$ cat config.mk
export PLATFORM = sky130hd
export DESIGN_NAME = spi_cmd_sequencer
export DESIGN_NICKNAME = d
export VERILOG_FILES = /design/src/rtl/spi_cmd_sequencer.sv
export SDC_FILE = /design/constraint.sdc
export NUM_CORES = 1
export LEC_CHECK = 0
export BUFFER_PORTS_ARGS = -buffer_cell sky130_fd_sc_hd__buf_2
export CAP_MARGIN = 20
export CORE_MARGIN = 4
export CORE_UTILIZATION = 30
export CTS_BUF_LIST = sky130_fd_sc_hd__clkbuf_4
export DETAILED_ROUTE_END_ITERATION = 7
export PLACE_DENSITY_LB_ADDON = 0.25
export SYNTH_ARGS = -nofsm -noshare
export SYNTH_HDL_FRONTEND = slang
export SYNTH_SLANG_ARGS = --single-unit
$ cat constraint.sdc
create_clock -name clk_in -period 5.9 [get_ports clk_in]
set_clock_uncertainty 0.1 [all_clocks]
set_input_delay 0.295 -clock clk_in [delete_from_list [all_inputs] [get_ports clk_in]]
set_output_delay 0.295 -clock clk_in [all_outputs]
set_load 0.01 [all_outputs]
$ cat src/rtl/spi_cmd_sequencer.sv
// spi_cmd_sequencer: autonomous script runner for the SpiMasterPeripheral MMIO port.
// It fetches 16-bit entries from a sequence ROM and turns them into register writes,
// ready polls, chip-select / D/C control and programmable delays.
module spi_cmd_sequencer #(
    parameter int ADDR_W       = 8,
    parameter int WR_HOLD      = 4,
    parameter int SETTLE       = 8,
    parameter int DELAY_UNIT   = 25000,
    parameter int POLL_TIMEOUT = 65535
) (
    input  logic              clk_in,
    input  logic              rst,
    input  logic              start,
    output logic              busy,
    output logic              done,
    output logic              err,
    output logic [ADDR_W-1:0] seq_addr,
    input  logic [15:0]       seq_data,
    output logic              periph_rst,
    output logic [7:0]        mem_addr,
    output logic [3:0]        mem_wr_en,
    output logic [31:0]       mem_wr_data,
    input  logic [31:0]       mem_rd_data,
    output logic              spi_cs_n,
    output logic              oled_dc
);

    typedef enum logic [3:0] {
        S_IDLE, S_RST_WR, S_RST_WAIT, S_FETCH, S_DECODE,
        S_TX_WR, S_TX_SETTLE, S_POLL, S_DELAY, S_FINISH
    } state_t;

    localparam logic [31:0] HOLD_LAST   = 32'(WR_HOLD - 1);
    localparam logic [31:0] SETTLE_LAST = 32'(SETTLE - 1);
    localparam logic [31:0] POLL_LAST   = 32'(POLL_TIMEOUT - 1);

    // One shared cycle counter; 32 bits covers 255 * DELAY_UNIT and POLL_TIMEOUT.
    state_t            state, state_d;
    logic [31:0]       cnt, cnt_d;
    logic [31:0]       delay_last, delay_last_d;
    logic [ADDR_W-1:0] seq_addr_d;
    logic [7:0]        tx_byte, tx_byte_d;
    logic              err_d, periph_rst_d, spi_cs_n_d, oled_dc_d;
    logic              ready, advance;
    logic              unused_bits;

    assign ready       = mem_rd_data[0];
    assign unused_bits = ^{mem_rd_data[31:1], seq_data[13:8]};

    // State and datapath registers; everything returns to its idle value on rst.
    // NOTE: registers take only non-blocking assignments so every flop samples the
    // pre-edge values, independent of statement order.
    always_ff @(posedge clk_in or posedge rst) begin
        if (rst) begin
            state      <= S_IDLE;
            cnt        <= '0;
            delay_last <= '0;
            seq_addr   <= '0;
            tx_byte    <= '0;
            err        <= 1'b0;
            periph_rst <= 1'b1;
            spi_cs_n   <= 1'b1;
            oled_dc    <= 1'b0;
        end else begin
            state      <= state_d;
            cnt        <= cnt_d;
            delay_last <= delay_last_d;
            seq_addr   <= seq_addr_d;
            tx_byte    <= tx_byte_d;
            err        <= err_d;
            periph_rst <= periph_rst_d;
            spi_cs_n   <= spi_cs_n_d;
            oled_dc    <= oled_dc_d;
        end
    end

    // Next-state and next-register logic for the script walker.
    // NOTE: every signal written here is given a default first, so no path can
    // leave one unassigned and infer a latch.
    always_comb begin
        state_d      = state;
        cnt_d        = cnt;
        delay_last_d = delay_last;
        seq_addr_d   = seq_addr;
        tx_byte_d    = tx_byte;
        err_d        = err;
        periph_rst_d = periph_rst;
        spi_cs_n_d   = spi_cs_n;
        oled_dc_d    = oled_dc;
        advance      = 1'b0;

        case (state)
            S_IDLE: begin
                if (start) begin
                    state_d      = S_RST_WR;
                    err_d        = 1'b0;
                    seq_addr_d   = '0;
                    periph_rst_d = 1'b0;
                    cnt_d        = '0;
                end
            end
            S_RST_WR: begin
                if (cnt == HOLD_LAST) begin
                    state_d = S_RST_WAIT;
                    cnt_d   = '0;
                end else begin
                    cnt_d = cnt + 32'd1;
                end
            end
            S_RST_WAIT: begin
                if (ready) begin
                    state_d = S_FETCH;
                end else if (cnt == POLL_LAST) begin
                    err_d   = 1'b1;
                    state_d = S_FINISH;
                end else begin
                    cnt_d = cnt + 32'd1;
                end
            end
            S_FETCH: begin
                state_d = S_DECODE;
            end
            S_DECODE: begin
                cnt_d = '0;
                case (seq_data[15:14])
                    2'b00, 2'b01: begin
                        oled_dc_d  = seq_data[14];
                        spi_cs_n_d = 1'b0;
                        tx_byte_d  = seq_data[7:0];
                        state_d    = S_TX_WR;
                    end
                    2'b10: begin
                        if (seq_data[7:0] == 8'd0) begin
                            advance = 1'b1;
                        end else begin
                            delay_last_d = 32'(seq_data[7:0]) * 32'(DELAY_UNIT) - 32'd1;
                            state_d      = S_DELAY;
                        end
                    end
                    default: state_d = S_FINISH;
                endcase
            end
            S_TX_WR: begin
                if (cnt == HOLD_LAST) begin
                    state_d = S_TX_SETTLE;
                    cnt_d   = '0;
                end else begin
                    cnt_d = cnt + 32'd1;
                end
            end
            S_TX_SETTLE: begin
                if (cnt == SETTLE_LAST) begin
                    state_d = S_POLL;
                    cnt_d   = '0;
                end else begin
                    cnt_d = cnt + 32'd1;
                end
            end
            S_POLL: begin
                if (ready) begin
                    advance = 1'b1;
                end else if (cnt == POLL_LAST) begin
                    err_d   = 1'b1;
                    state_d = S_FINISH;
                end else begin
                    cnt_d = cnt + 32'd1;
                end
            end
            S_DELAY: begin
                if (cnt == delay_last) begin
                    advance = 1'b1;
                end else begin
                    cnt_d = cnt + 32'd1;
                end
            end
            S_FINISH: begin
                state_d = S_IDLE;
            end
            default: state_d = S_IDLE;
        endcase

        // Step to the next entry; running off the end of the ROM is an abort, not a wrap.
        if (advance) begin
            if (&seq_addr) begin
                err_d   = 1'b1;
                state_d = S_FINISH;
            end else begin
                seq_addr_d = seq_addr + 1'b1;
                state_d    = S_FETCH;
            end
        end

        // Chip-select is released on the way into FINISH, whatever the cause.
        if (state_d == S_FINISH) begin
            spi_cs_n_d = 1'b1;
        end
    end

    // Peripheral bus drive decoded from state; writes exist only in RST_WR and TX_WR.
    always_comb begin
        mem_addr    = 8'd3;
        mem_wr_en   = 4'b0000;
        mem_wr_data = 32'd0;
        case (state)
            S_RST_WR: begin
                mem_addr    = 8'd0;
                mem_wr_en   = 4'b0001;
                mem_wr_data = 32'h0000_0002;
            end
            S_TX_WR: begin
                mem_addr    = 8'd1;
                mem_wr_en   = 4'b0001;
                mem_wr_data = {24'h0, tx_byte};
            end
            default: ;
        endcase
    end

    assign busy = (state != S_IDLE) && (state != S_FINISH);
    assign done = (state == S_FINISH);

endmodule

==> run summary, run 1 <==
The run finished with clean final reports. For the full die area, the log shows 24370 um2. Once the clock tree was built, the setup fixing pass inserted 0 buffers. In the synthesized netlist the dominant register cell turns out to be sky130_fd_sc_hd__dfrtp_1. The die outline height is 156.1 um, and the sequential power share is 0.296. The clock slew seen by the registers of the worst setup and hold paths is 130 ps, and the remaining number of nets flagged by the antenna check after routing is 0. The path category of the worst min-delay check is input port to flop. The count of buffer and inverter cells on the critical path was 3; the number of endpoints failing setup at the final stage was 0.

The tools report the combinational share of power as 0.576. Power density over cell area: 365.3 nW/um2. At the worst endpoint, the required time is 6130 ps.

Synthesis handed over a netlist of 755 instances. Summing over every cut layer, the via total after detailed routing is 5389. The starting utilization of the core area was 0.3092; the post-synthesis compound-gate area fraction was 0.1633. The first detailed-routing pass ran for 5 iterations. The top fanout value on the critical path was 6; the adder-cell area share of the yosys netlist was 0.1540. The final number of hold-violating endpoints is 0. The critical path ends at delay_last[22]$_DFFE_PP0P_. The H-tree depth is 3. Cell seen most often among critical-path stages: sky130_fd_sc_hd__ha_1.

The maximum count of clock buffers along a single path was 2; the clock network fraction of total power was 0.128. In this run the count of I/O pins placed on the die edge is 109. Registers take 1954 um2. The tools report the reg-to-reg endpoint as seq_addr[5]$_DFF_PP0_.

The final routed wire length divided by cell count came out at 14.73 um. The tools report the total of warnings raised by yosys as 0. Once routing completed, OpenROAD measured the worst setup slack at 1530 ps. For the aggregate negative setup slack, the log shows 0 ps.

Setup repair after global routing left no endpoint under its margin. The logic depth of the worst path, buffers included is 15. Number of global-route vias before repair: 5044.

The filler cells instantiated in the layout total 2235. The worst relative slew slack came out at 0.4910. The share of flip-flops with an asynchronous set or reset after synthesis is 1.000, and the number of flops mapped to enable cells by yosys is 0. The startpoint identified for the worst register-to-register timing path is state[0]$_DFF_PP0_. The wire-length estimate of the detail-placed layout is 11810 um.

The tool flagged a number of max-cap violations equal to 0. The largest delay contributor family on the critical path was adder cells. After synthesis the cells add up to 6581 um2.

CTS buffer count: 9. After layout, the minimum clock period comes to 4370 ps. The initialized floorplan defines 53 standard-cell rows. For flop-to-flop paths, the worst setup slack is 2750 ps. For this design, the slowest cell found on the critical path is sky130_fd_sc_hd__o311ai_1. The total congestion overflow is 0. After detailed routing, the number of remaining DRC violations is 0. For the post-place setup slack, the log shows 1028 ps. The mean cell area of the mapped netlist works out to 8.717 um2. The global-route wire length before repair is 26270 um, and the ratio of final minimum period to clock period is 0.7407. The area growth from synthesis to layout is 7.700%. The synthesized-area fraction occupied by xor and xnor cells came out at 0.06236. The run gives 249.1 uV as the worst voltage drop across the vdd grid.

For this block, the initial DRC count from the detailed router was 363. The share of layout cells above drive strength 1 came out at 0.1182. Walking the worst path, the cells encountered are buf_2 -> ha_1 -> ha_1 -> inv_1 -> fa_1 -> inv_1 -> fa_1 -> ha_1 -> a21o_1 -> a221o_1 -> o311ai_1 -> nand4_2 -> nor4_4 -> a311o_2 -> o211ai_2. Routability-driven placement finished with a final weighted congestion of 0.7989. Entering global routing, the biggest net connects 79 pins. At the end of the flow, the number of nets in the layout was 906. The analysis attributes to cell leakage a power of 3.263 nW. Slew at the pin closest to its max-slew limit: 756.6 ps.

In the layout the commonest cells are sky130_fd_sc_hd__nand2_1 (76), sky130_fd_sc_hd__dfrtp_1 (76), sky130_fd_sc_hd__ha_1 (61). TritonCTS built the clock tree. Tracing the worst setup path back leads to its startpoint at seq_data[2]. By startpoint and endpoint, the worst setup path is classified as input port to flop. Summed over all nets, the switching power comes to 0.001239 W.

For this run, the top clock speed supported by timing is 0.2288 GHz. The largest stage delay on the critical path was 500 ps. The multi-input logic area is 4270 um2. CTS placed an instance of sky130_fd_sc_hd__clkbuf_4 at the clock tree root.

The worst register-to-register path has a depth of 8. The global-route usage over all layers is 0.1313, and the average via count per standard cell is 5.070. The tools report the number of antenna violations at the first check in global routing as 1. The cell-internal power was 0.001351 W; the post-synthesis share of cell area spent on and, or, nand and nor gates was 0.2337.

The tools report the post-detailed-routing wire length as 15660 um. The switching power as a share of total power was 0.4784. From left edge to right edge, the die measures 156.1 um. STA classifies the critical path endpoint as a flop.

The arrival time reported for the critical path endpoint is 4600 ps, and the core box area is 21290 um2. The worst setup path is launched from an input port. The count of buffers added on input and output ports is 38. The worst-skew pair later-pin latency was 450 ps; the number of hold-repair buffers added at the cts stage was 0.

The sequential-to-total area share from yosys stat was 0.2970; the max-slew violation count was 0. The number of instances resized during post-cts repair was 0; the number of register bits inferred by synthesis was 78. By area, the combinational part of the netlist is dominated by simple AND/OR/NAND/NOR gates. Clock tree synthesis found a total of 78 sinks.

The mux contribution to synthesized area came out at 0.01673. The tools report the number of unique standard cell types used by synthesis as 80.
registers in the layout, indices dropped and copies added, names as in the netlist:
signal	cells
spi_cs_n	1
state	4
seq_addr	8
oled_dc	1
cnt	32
periph_rst	1
err	1
delay_last	22
tx_byte	8
Yosys cell counts (22+ instances only):
library cell,number,share of area
sky130_fd_sc_hd__dfrtp_1,76,0.29
sky130_fd_sc_hd__o21ai_1,56,0.043
sky130_fd_sc_hd__ha_1,61,0.12
sky130_fd_sc_hd__inv_1,27,0.015
sky130_fd_sc_hd__buf_4,33,0.038
sky130_fd_sc_hd__xor2_1,23,0.031
sky130_fd_sc_hd__nand2_1,76,0.043
sky130_fd_sc_hd__nor2_1,33,0.019
sky130_fd_sc_hd__o21ai_0,27,0.021
sky130_fd_sc_hd__a21oi_1,27,0.021
sky130_fd_sc_hd__xnor2_1,22,0.029
sky130_fd_sc_hd__nand3_1,40,0.030
sky130_fd_sc_hd__and3_1,22,0.021
worst register-to-register path, cell delays in order, from the launching register on:
cell and delay (ps):
sky130_fd_sc_hd__dfrtp_1 570, sky130_fd_sc_hd__or4b_1 590, sky130_fd_sc_hd__nor4_1 190, sky130_fd_sc_hd__nand4_1 170
sky130_fd_sc_hd__o31a_1 410, sky130_fd_sc_hd__nor2b_1 510, sky130_fd_sc_hd__nand2_1 210, sky130_fd_sc_hd__o211ai_1 210
sky130_fd_sc_hd__o31ai_1 90
how the worst min path moves through the flow:
stage | slack, ps | cells past startpoint | endpoint | from
floorplan | 310 | 1 | delay_last[3]$_DFFE_PP0P_ | seq_data[0]
global placement | 380 | 1 | periph_rst$_DFFE_PP1P_ | periph_rst$_DFFE_PP1P_
detailed placement | 380 | 1 | periph_rst$_DFFE_PP1P_ | periph_rst$_DFFE_PP1P_
CTS | 1 | 2 | oled_dc$_DFFE_PP0P_ | seq_data[14]
global route | 2 | 2 | oled_dc$_DFFE_PP0P_ | seq_data[14]
finish | 50 | 2 | oled_dc$_DFFE_PP0P_ | seq_data[14]
through the flow:
step                instances  total power [W]  hold WS [ps]  utilization  cell area [um2]
finish                   1063         0.002589         49.42       0.3330             7088
global route             1063         0.002855         1.872       0.3330             7088
CTS                      1060         0.002630         1.271       0.3311             7048
detailed placement       1044         0.002281         384.0       0.3246             6910
global placement         1044         0.002271         378.2       0.3246             6910
floorplan                 787         0.001922         306.8            -             6701
layer usage:
layer | global-route usage | share of wire
met5 | 0 | 0
met4 | 0.02934 | 0.011
met3 | 0.02607 | 0.035
met2 | 0.2020 | 0.45
met1 | 0.1908 | 0.50
power groups by stage:
stage                     registers, W  logic, W  clock network [W]
final                         0.000767   0.00149           0.000331
after detailed placement      0.000777   0.00150                  0
after global placement        0.000777   0.00149                  0
after floorplan               0.000723   0.00120                  0
after CTS                     0.000767   0.00151           0.000354
after global routing          0.000786   0.00169           0.000375
cell type report:
cell class,count,share of cell area
Multi-Input combinational cell,619,0.6025
Sequential cell,78,0.2757
Tap cell,275,0.04854
Timing Repair Buffer,46,0.03848
Inverter,28,0.01500
Clock buffer,10,0.01059
Clock inverter,6,0.008826
Antenna cell,1,0.0003530
cell families after synthesis:
logic type               count (synthesis)
XOR/XNOR                                46
AO/OA/AOI/OAI                          171
other                                    1
AND/OR/NAND/NOR                        285
flip-flops                              78
buffers and inverters                   90
multiplexers                            10
adder cells (fa/ha/maj)                 74
(Power assumes the default switching activity.)
==> run 2, diff against run 1 <==
==> constraint.sdc (replaced) <==
create_clock -name clk_in -period 4.5 [get_ports clk_in]
set_clock_uncertainty 0.1 [all_clocks]
set_input_delay 0.225 -clock clk_in [delete_from_list [all_inputs] [get_ports clk_in]]
set_output_delay 0.225 -clock clk_in [all_outputs]
set_load 0.01 [all_outputs]
==> run 2 against run 1 <==
Against the previous run: register-to-register slack got worse by 1400 ps; worst setup slack got worse by 1300 ps; clock-buffer cell count fell by 1; combinational power rose by 48%; critical endpoint unchanged; largest power group unchanged.
==> run summary, run 2 (synthesis results as in run 1) <==
The run finished with clean final reports. The floorplan step set the die width to 156.1 um. Detailed placement finished with a half-perimeter wire length of 12320 um. The flip-flop count of the largest register after layout is 32, and the arrival time reported for the critical path endpoint is 4540 ps. Remaining number of nets flagged by the antenna check after routing: 0. The largest net degree at the start of global routing is 51, and the total number of placement rows is 53. Measured in cells, the most critical reg-to-reg path has a length of 8. The run gives 0.1366 as the global-route usage over all layers. In this run the worst hold path is classified as input port to flop. The maximum count of clock buffers along a single path came out at 2. The clock slew seen by the registers of the worst setup and hold paths is 130 ps. The library cells used most frequently in the layout, excluding fill and tap cells, are sky130_fd_sc_hd__nand2_1 (76), sky130_fd_sc_hd__dfrtp_1 (76), sky130_fd_sc_hd__o21ai_1 (56). STA classifies the critical path endpoint as a flop. The core box area is 21290 um2, and the power density over cell area is 501.5 nW/um2. The run gives 0.588 as the combinational share of power. At the pin with the least slew margin, the transition time is 773.4 ps.

Dividing the detail-routed wire length by the instance count gives 14.70 um. Setup repair after global routing left no endpoint under its margin. The number of buffers added on ports was 38; the die outline height was 156.1 um. The die covers 24370 um2. The total overflow left after global routing is 0.

The starting utilization of the core area is 0.3092. The register ranked first by flip-flop count was cnt. The later pin in the worst-skew pair is clocked with a latency of 460 ps.

The worst setup path is of the input port to flop kind. Traced cell by cell, the critical path runs through dlygate4sd3_1 -> buf_4 -> ha_1 -> ha_1 -> fa_1 -> fa_1 -> ha_4 -> and3_1 -> and2_1 -> o21a_2 -> or4b_1 -> a31o_4 -> nor4_4 -> a311o_2 -> o211ai_2. The clock network fraction of total power came out at 0.144. At the placement stage, the worst setup path has a slack of -55.25 ps. The CTS buffer count was 9.

From synthesis to final layout, the design area changed by 13.54%. The tools report the final number of hold-violating endpoints as 0. The tools report the root buffer cell as sky130_fd_sc_hd__clkbuf_4. After detailed routing, the number of remaining DRC violations is 0. TritonCTS built the clock tree.

The final period demand of the worst path was 4306 ps. The run gives 5354 as the number of global-route vias before repair. The switching power as a share of total power is 0.4496, and the share of layout cells above drive strength 1 is 0.1606. The run gives 0.002062 W as the cell-internal power. The H-tree depth was 3; the largest stage delay on the critical path was 600 ps. The run gives 78 as the total clock sinks. Element type at the critical path start: an input port. Global-route wire length before repair: 27310 um. The run gives 0 as the number of maximum-capacitance constraint violations. The tools report the startpoint of the most critical register-to-register path as state[0]$_DFF_PP0_. In this run the cell area measured after placement is 7151 um2.

Setup violations remaining at the end of the flow were counted as 0. The logs give 5476 for the count of vias placed by the detailed router and 3.448 nW for the static power due to leakage. The final standard cell utilization of the core was 0.3510. The ratio of final minimum period to clock period works out to 0.9568. The reg2reg setup slack came out at 1320 ps.

The sequential power share came out at 0.268. The analysis attributes to net switching a power of 0.001685 W. The routability congestion estimate was 0.8042; the aggregate negative setup slack was 0 ps. The highest-delay cell along the critical path is sky130_fd_sc_hd__fa_1. Of all nets on the critical path, the largest fanout is 5.

The count of pins on the block boundary is 109, and the iteration-0 DRC count of the detailed router is 249. The largest registers in the layout are cnt: 32 flops, delay_last: 22 flops. Data on the critical path is required at its endpoint by 4740 ps. The run gives 1 as the number of antenna violations at the first check in global routing. Total power for the finished layout comes to 0.003747 W.

The final setup slack of the worst path was 194.3 ps. The run gives 16140 um as the post-detailed-routing wire length. The worst relative slew slack is 0.4796. The cell depth of the worst hold path works out to 3. After routing the design area is 7472 um2.

After the last flow step, the layout net total stands at 941. The tools report the length of the first detailed-routing pass in iterations as 4. Static timing analysis puts the maximum clock frequency at 0.2323 GHz. Dividing the detail-routed via count by the number of cells gives 4.987. In this run the most critical hold path is launched from seq_data[3].

The max-slew violation count came out at 0. IR analysis of the VDD net gives a maximum drop of 318.8 uV. For hold timing, the worst endpoint is tx_byte[3]$_DFFE_PP0P_. The endpoint identified for the worst register-to-register timing path is seq_addr[5]$_DFF_PP0_.
-- run 2: cell types whose count changed in the layout (fill, tap and decap cells not counted), moves of 2 or more --
| cell | before | now |
|---|---|---|
| sky130_fd_sc_hd__buf_4 | 6 | 39 |
| sky130_fd_sc_hd__ha_1 | 61 | 55 |
| sky130_fd_sc_hd__ha_4 | 0 | 5 |
| sky130_fd_sc_hd__dlygate4sd3_1 | 1 | 5 |
| sky130_fd_sc_hd__bufinv_16 | 1 | 3 |
| sky130_fd_sc_hd__clkinvlp_4 | 2 | 0 |
-- run 2: power by group through the flow --
stage / combinational [W] / clock [W] / sequential [W]
floorplan: 0.00157 / 0 / 0.000947
global placement: 0.00214 / 0 / 0.00102
detailed placement: 0.00216 / 0 / 0.00102
CTS: 0.00217 / 0.000561 / 0.00101
global route: 0.00249 / 0.000589 / 0.00104
finish: 0.00220 / 0.000540 / 0.00101
-- run 2: how the worst max path moves through the flow --
| stage | slack (ps) | from | cells past startpoint | to |
|---|---|---|---|---|
| after floorplan | 210 | seq_data[2] | 14 | delay_last[22]$_DFFE_PP0P_ |
| after global placement | 30 | seq_data[2] | 15 | delay_last[22]$_DFFE_PP0P_ |
| after detailed placement | -60 | seq_data[2] | 15 | delay_last[22]$_DFFE_PP0P_ |
| after CTS | 50 | seq_data[5] | 15 | delay_last[22]$_DFFE_PP0P_ |
| after global routing | 2 | seq_data[7] | 15 | delay_last[22]$_DFFE_PP0P_ |
| final | 190 | seq_data[7] | 15 | delay_last[22]$_DFFE_PP0P_ |
-- run 2: cell type report --
type / count / area [um2]
well taps: 275 / 344.1
clock buffers: 9 / 67.56
repair buffers: 81 / 528.0
flip-flops and latches: 78 / 1954
fillers: 2187 / 13810
multi-input cells: 619 / 4358
clock inverters: 7 / 111.4
diodes: 1 / 2.502
inverters: 28 / 106.4
-- run 2: timing repair --
item	4_1_cts	5_1_grt
endpoints found under the setup margin	0	6
hold endpoints to repair	31	0
hold buffers	5	0
buffers inserted	0	0
resized for setup	0	10
-- run 2: routing by layer --
metal | track usage | vias to the layer above | routed length (um)
li1 | - | 2810 | -
met1 | 0.1944 | 2567 | 7984
met2 | 0.2168 | 88 | 7458
met3 | 0.02164 | 11 | 520
met4 | 0.03554 | 0 | 176
met5 | 0 | - | 0
-- run 2: stage by stage --
stage / cells / hold slack (ps)
2_1_floorplan: 787 / 236.8
3_3_place_gp: 1076 / 173.5
3_5_place_dp: 1076 / 177.9
4_1_cts: 1097 / 21.05
5_1_grt: 1098 / 43.83
6_report: 1098 / 63.40
-- run 2: critical path: cells and delay by family --
family | cells | cell delay [ps]
buf+inv | 2 | 700
compound gates | 4 | 700
fa+ha+maj | 5 | 1830
simple gates | 4 | 1090
==> run 3, diff against run 2 <==
==> constraint.sdc (replaced) <==
create_clock -name clk_in -period 4.63 [get_ports clk_in]
set_clock_uncertainty 0.1 [all_clocks]
set_input_delay 0.2315 -clock clk_in [delete_from_list [all_inputs] [get_ports clk_in]]
set_output_delay 0.2315 -clock clk_in [all_outputs]
set_load 0.01 [all_outputs]
==> run 3 against run 2 <==
Against the previous run: via count down 0.29%; first-iteration DRC count is 69% higher; critical path depth unchanged.
==> run summary, run 3 (synthesis results as in run 1) <==
The number of global-route vias before repair came out at 5221. In the final routing, the length of wire on met1 measures 7794 um. Relative to the synthesized area, the layout overhead comes to 10.84%.

Routed signal wires occupy layers up through met4. In the post-route analysis, the smallest setup slack over all paths is 199.4 ps. Max-slew violation count: 0.

Before CTS, the worst setup slack after placement is 61.40 ps. The die extent in x is 156.1 um. After detailed routing, the average wire length per cell comes to 14.61 um. TritonCTS built the clock tree. The final-stage net count is 929. The hold slack is 38.30 ps. The clock passes through at most 2 buffers.

The ratio of final minimum period to clock period came out at 0.9569. The logs give 0 for the total congestion overflow and 9 for the CTS buffer count. Path category of the worst min-delay check: input port to flop.

Summed over all nets, wire length on met3 after detailed routing comes to 557 um. The run gives 78 as the total clock sinks. The tool flagged a number of max-cap violations equal to 0. The post-detailed-routing wire length came out at 15860 um.

Setup repair after global routing left no endpoint under its margin. For the worst voltage drop across the vdd grid, the log shows 223.1 uV. The startpoint of the most critical register-to-register path was cnt[1]$_DFFE_PP0P_. The aggregate negative setup slack is 0 ps. Traced cell by cell, the critical path runs through dlygate4sd3_1 -> buf_2 -> ha_1 -> fa_1 -> fa_1 -> ha_1 -> ha_4 -> a21o_1 -> a31o_1 -> o21a_2 -> or4b_1 -> a31o_1 -> nor4_4 -> a311o_2 -> o211ai_2. The first global-routing pass estimated 26940 um of wire. The logs give 0.3092 for the starting utilization of the core area and 1954 um2 for the register cell area after layout. The logs give 0.001601 W for the switching power and 0 for the number of endpoints failing setup at the final stage. After detailed routing, the number of remaining DRC violations is 0.

For the arrival time reported for the critical path endpoint, the log shows 4650 ps. The global-route usage over all layers was 0.1342. The clock network fraction of total power is 0.134.

The post-DP HPWL is 12280 um. The largest stage delay on the critical path was 530 ps; the H-tree depth was 3. Worst relative slew slack: 0.3988. The count of pins on the block boundary is 109, and the cell depth of the worst hold path is 3. In the final layout, the registers with the most flip-flops are cnt: 32 flops, delay_last: 22 flops. The die is 156.1 um tall. STA classifies the critical path endpoint as a flop. The iteration-0 DRC count of the detailed router came out at 420.

In the layout the commonest cells are sky130_fd_sc_hd__nand2_1 (76), sky130_fd_sc_hd__dfrtp_1 (76), sky130_fd_sc_hd__ha_1 (59). On the critical path, the stage with the largest delay is an instance of sky130_fd_sc_hd__dlygate4sd3_1. The worst hold path terminates at tx_byte[1]$_DFFE_PP0P_. The core box area came out at 21290 um2. The power density over cell area is 480.2 nW/um2. The tools report the fmax as 0.2257 GHz.

The cell-internal power is 0.001902 W, and the clock slew seen by the registers of the worst setup and hold paths is 120 ps. The switching power as a share of total power was 0.4570; the share of layout cells above drive strength 1 was 0.1446. The floorplan has 53 rows. Port buffering added 38 buffers.

The cell sitting at the root of the clock tree is a sky130_fd_sc_hd__clkbuf_4. The routed layout has 5460 vias. In this run the register-to-register setup slack is 1220 ps. The worst setup path is launched from an input port. The final number of hold-violating endpoints came out at 0. For the remaining number of nets flagged by the antenna check after routing, the log shows 0. After detailed routing, the met2 layer carries 7356 um of wire. In this run the critical register-to-register path is captured at cnt[31]$_DFFE_PP0P_. The number of inserted filler cells in the final layout is 2226, and the combinational share of power is 0.588.

The multi-input combinational cells in the finished layout cover a total of 4302 um2. The number of antenna violations at the first check in global routing was 1. For the worst-skew pair, the clock arrives at the later sink with an insertion delay of 450 ps. The routability congestion estimate was 0.8139. Along the worst path, the maximum fanout reaches 5.

Dividing the detail-routed via count by the number of cells gives 5.032. At the worst endpoint, the required time is 4850 ps. Full die area: 24370 um2. Largest net degree at the start of global routing: 47.

For this design the static power due to leakage is 3.378 nW. Critical path class: input port to flop. The tools report the sequential power share as 0.278. Counting flops per register, the top entry is cnt. The worst path needs 4431 ps of the cycle, external delays included. At the pin with the least slew margin, the transition time is 899.0 ps.

The number of cells on the worst reg-to-reg path is 10. The length of the first detailed-routing pass in iterations came out at 5. The startpoint identified for the worst hold timing path is seq_data[1].

The flip-flop count of the largest register after layout works out to 32. The run finished with clean final reports.
[run 3: critical path: cells and delay by family]
family          cells  cell delay (ps)
buf+inv             2              690
compound gates      6             1210
simple gates        2              740
fa+ha+maj           5             1780
[run 3: how the worst max path moves through the flow]
stage                            from                          to  cells past startpoint
final                     seq_data[7]  delay_last[22]$_DFFE_PP0P_                     15
after global routing      seq_data[7]  delay_last[21]$_DFFE_PP0P_                     16
after CTS                 seq_data[7]  delay_last[22]$_DFFE_PP0P_                     15
after detailed placement  seq_data[4]  delay_last[22]$_DFFE_PP0P_                     15
after global placement    seq_data[4]  delay_last[22]$_DFFE_PP0P_                     15
after floorplan           seq_data[2]  delay_last[22]$_DFFE_PP0P_                     14
[run 3: timing repair]
item	CTS	global route
hold endpoints to repair	44	0
setup endpoints to repair	0	3
resized for setup	0	3
hold buffers	3	0
setup buffers	0	1
[run 3: layout make-up]
class / instances / area share
clock buffer: 11 / 0.01132
antenna: 1 / 0.0003431
clock inverter: 4 / 0.009949
inverter: 28 / 0.01458
multi-input combinational: 619 / 0.5897
timing repair buffer: 69 / 0.05901
sequential: 78 / 0.2679
tap: 275 / 0.04717
[run 3: layer usage]
| layer | up-vias | global-route usage |
|---|---|---|
| li1 | 2780 | - |
| met1 | 2592 | 0.1945 |
| met2 | 80 | 0.2082 |
| met3 | 8 | 0.02302 |
| met4 | 0 | 0.03306 |
| met5 | - | 0 |
[run 3: power groups by stage]
stage	Clock [W]	Combinational, W	Sequential (W)
3_3_place_gp	0	0.00204	0.000987
6_report	0.000469	0.00206	0.000972
4_1_cts	0.000492	0.00206	0.000974
5_1_grt	0.000514	0.00235	0.00100
3_5_place_dp	0	0.00205	0.000988
2_1_floorplan	0	0.00153	0.000921
[run 3: metrics by stage]
stage,total power (W),utilization,std cells,cell area [um2]
5_1_grt,0.003866,0.3427,1085,7295
3_3_place_gp,0.003024,0.3320,1065,7068
3_5_place_dp,0.003038,0.3320,1065,7068
6_report,0.003503,0.3427,1085,7295
2_1_floorplan,0.002449,-,787,6701
4_1_cts,0.003524,0.3407,1083,7253
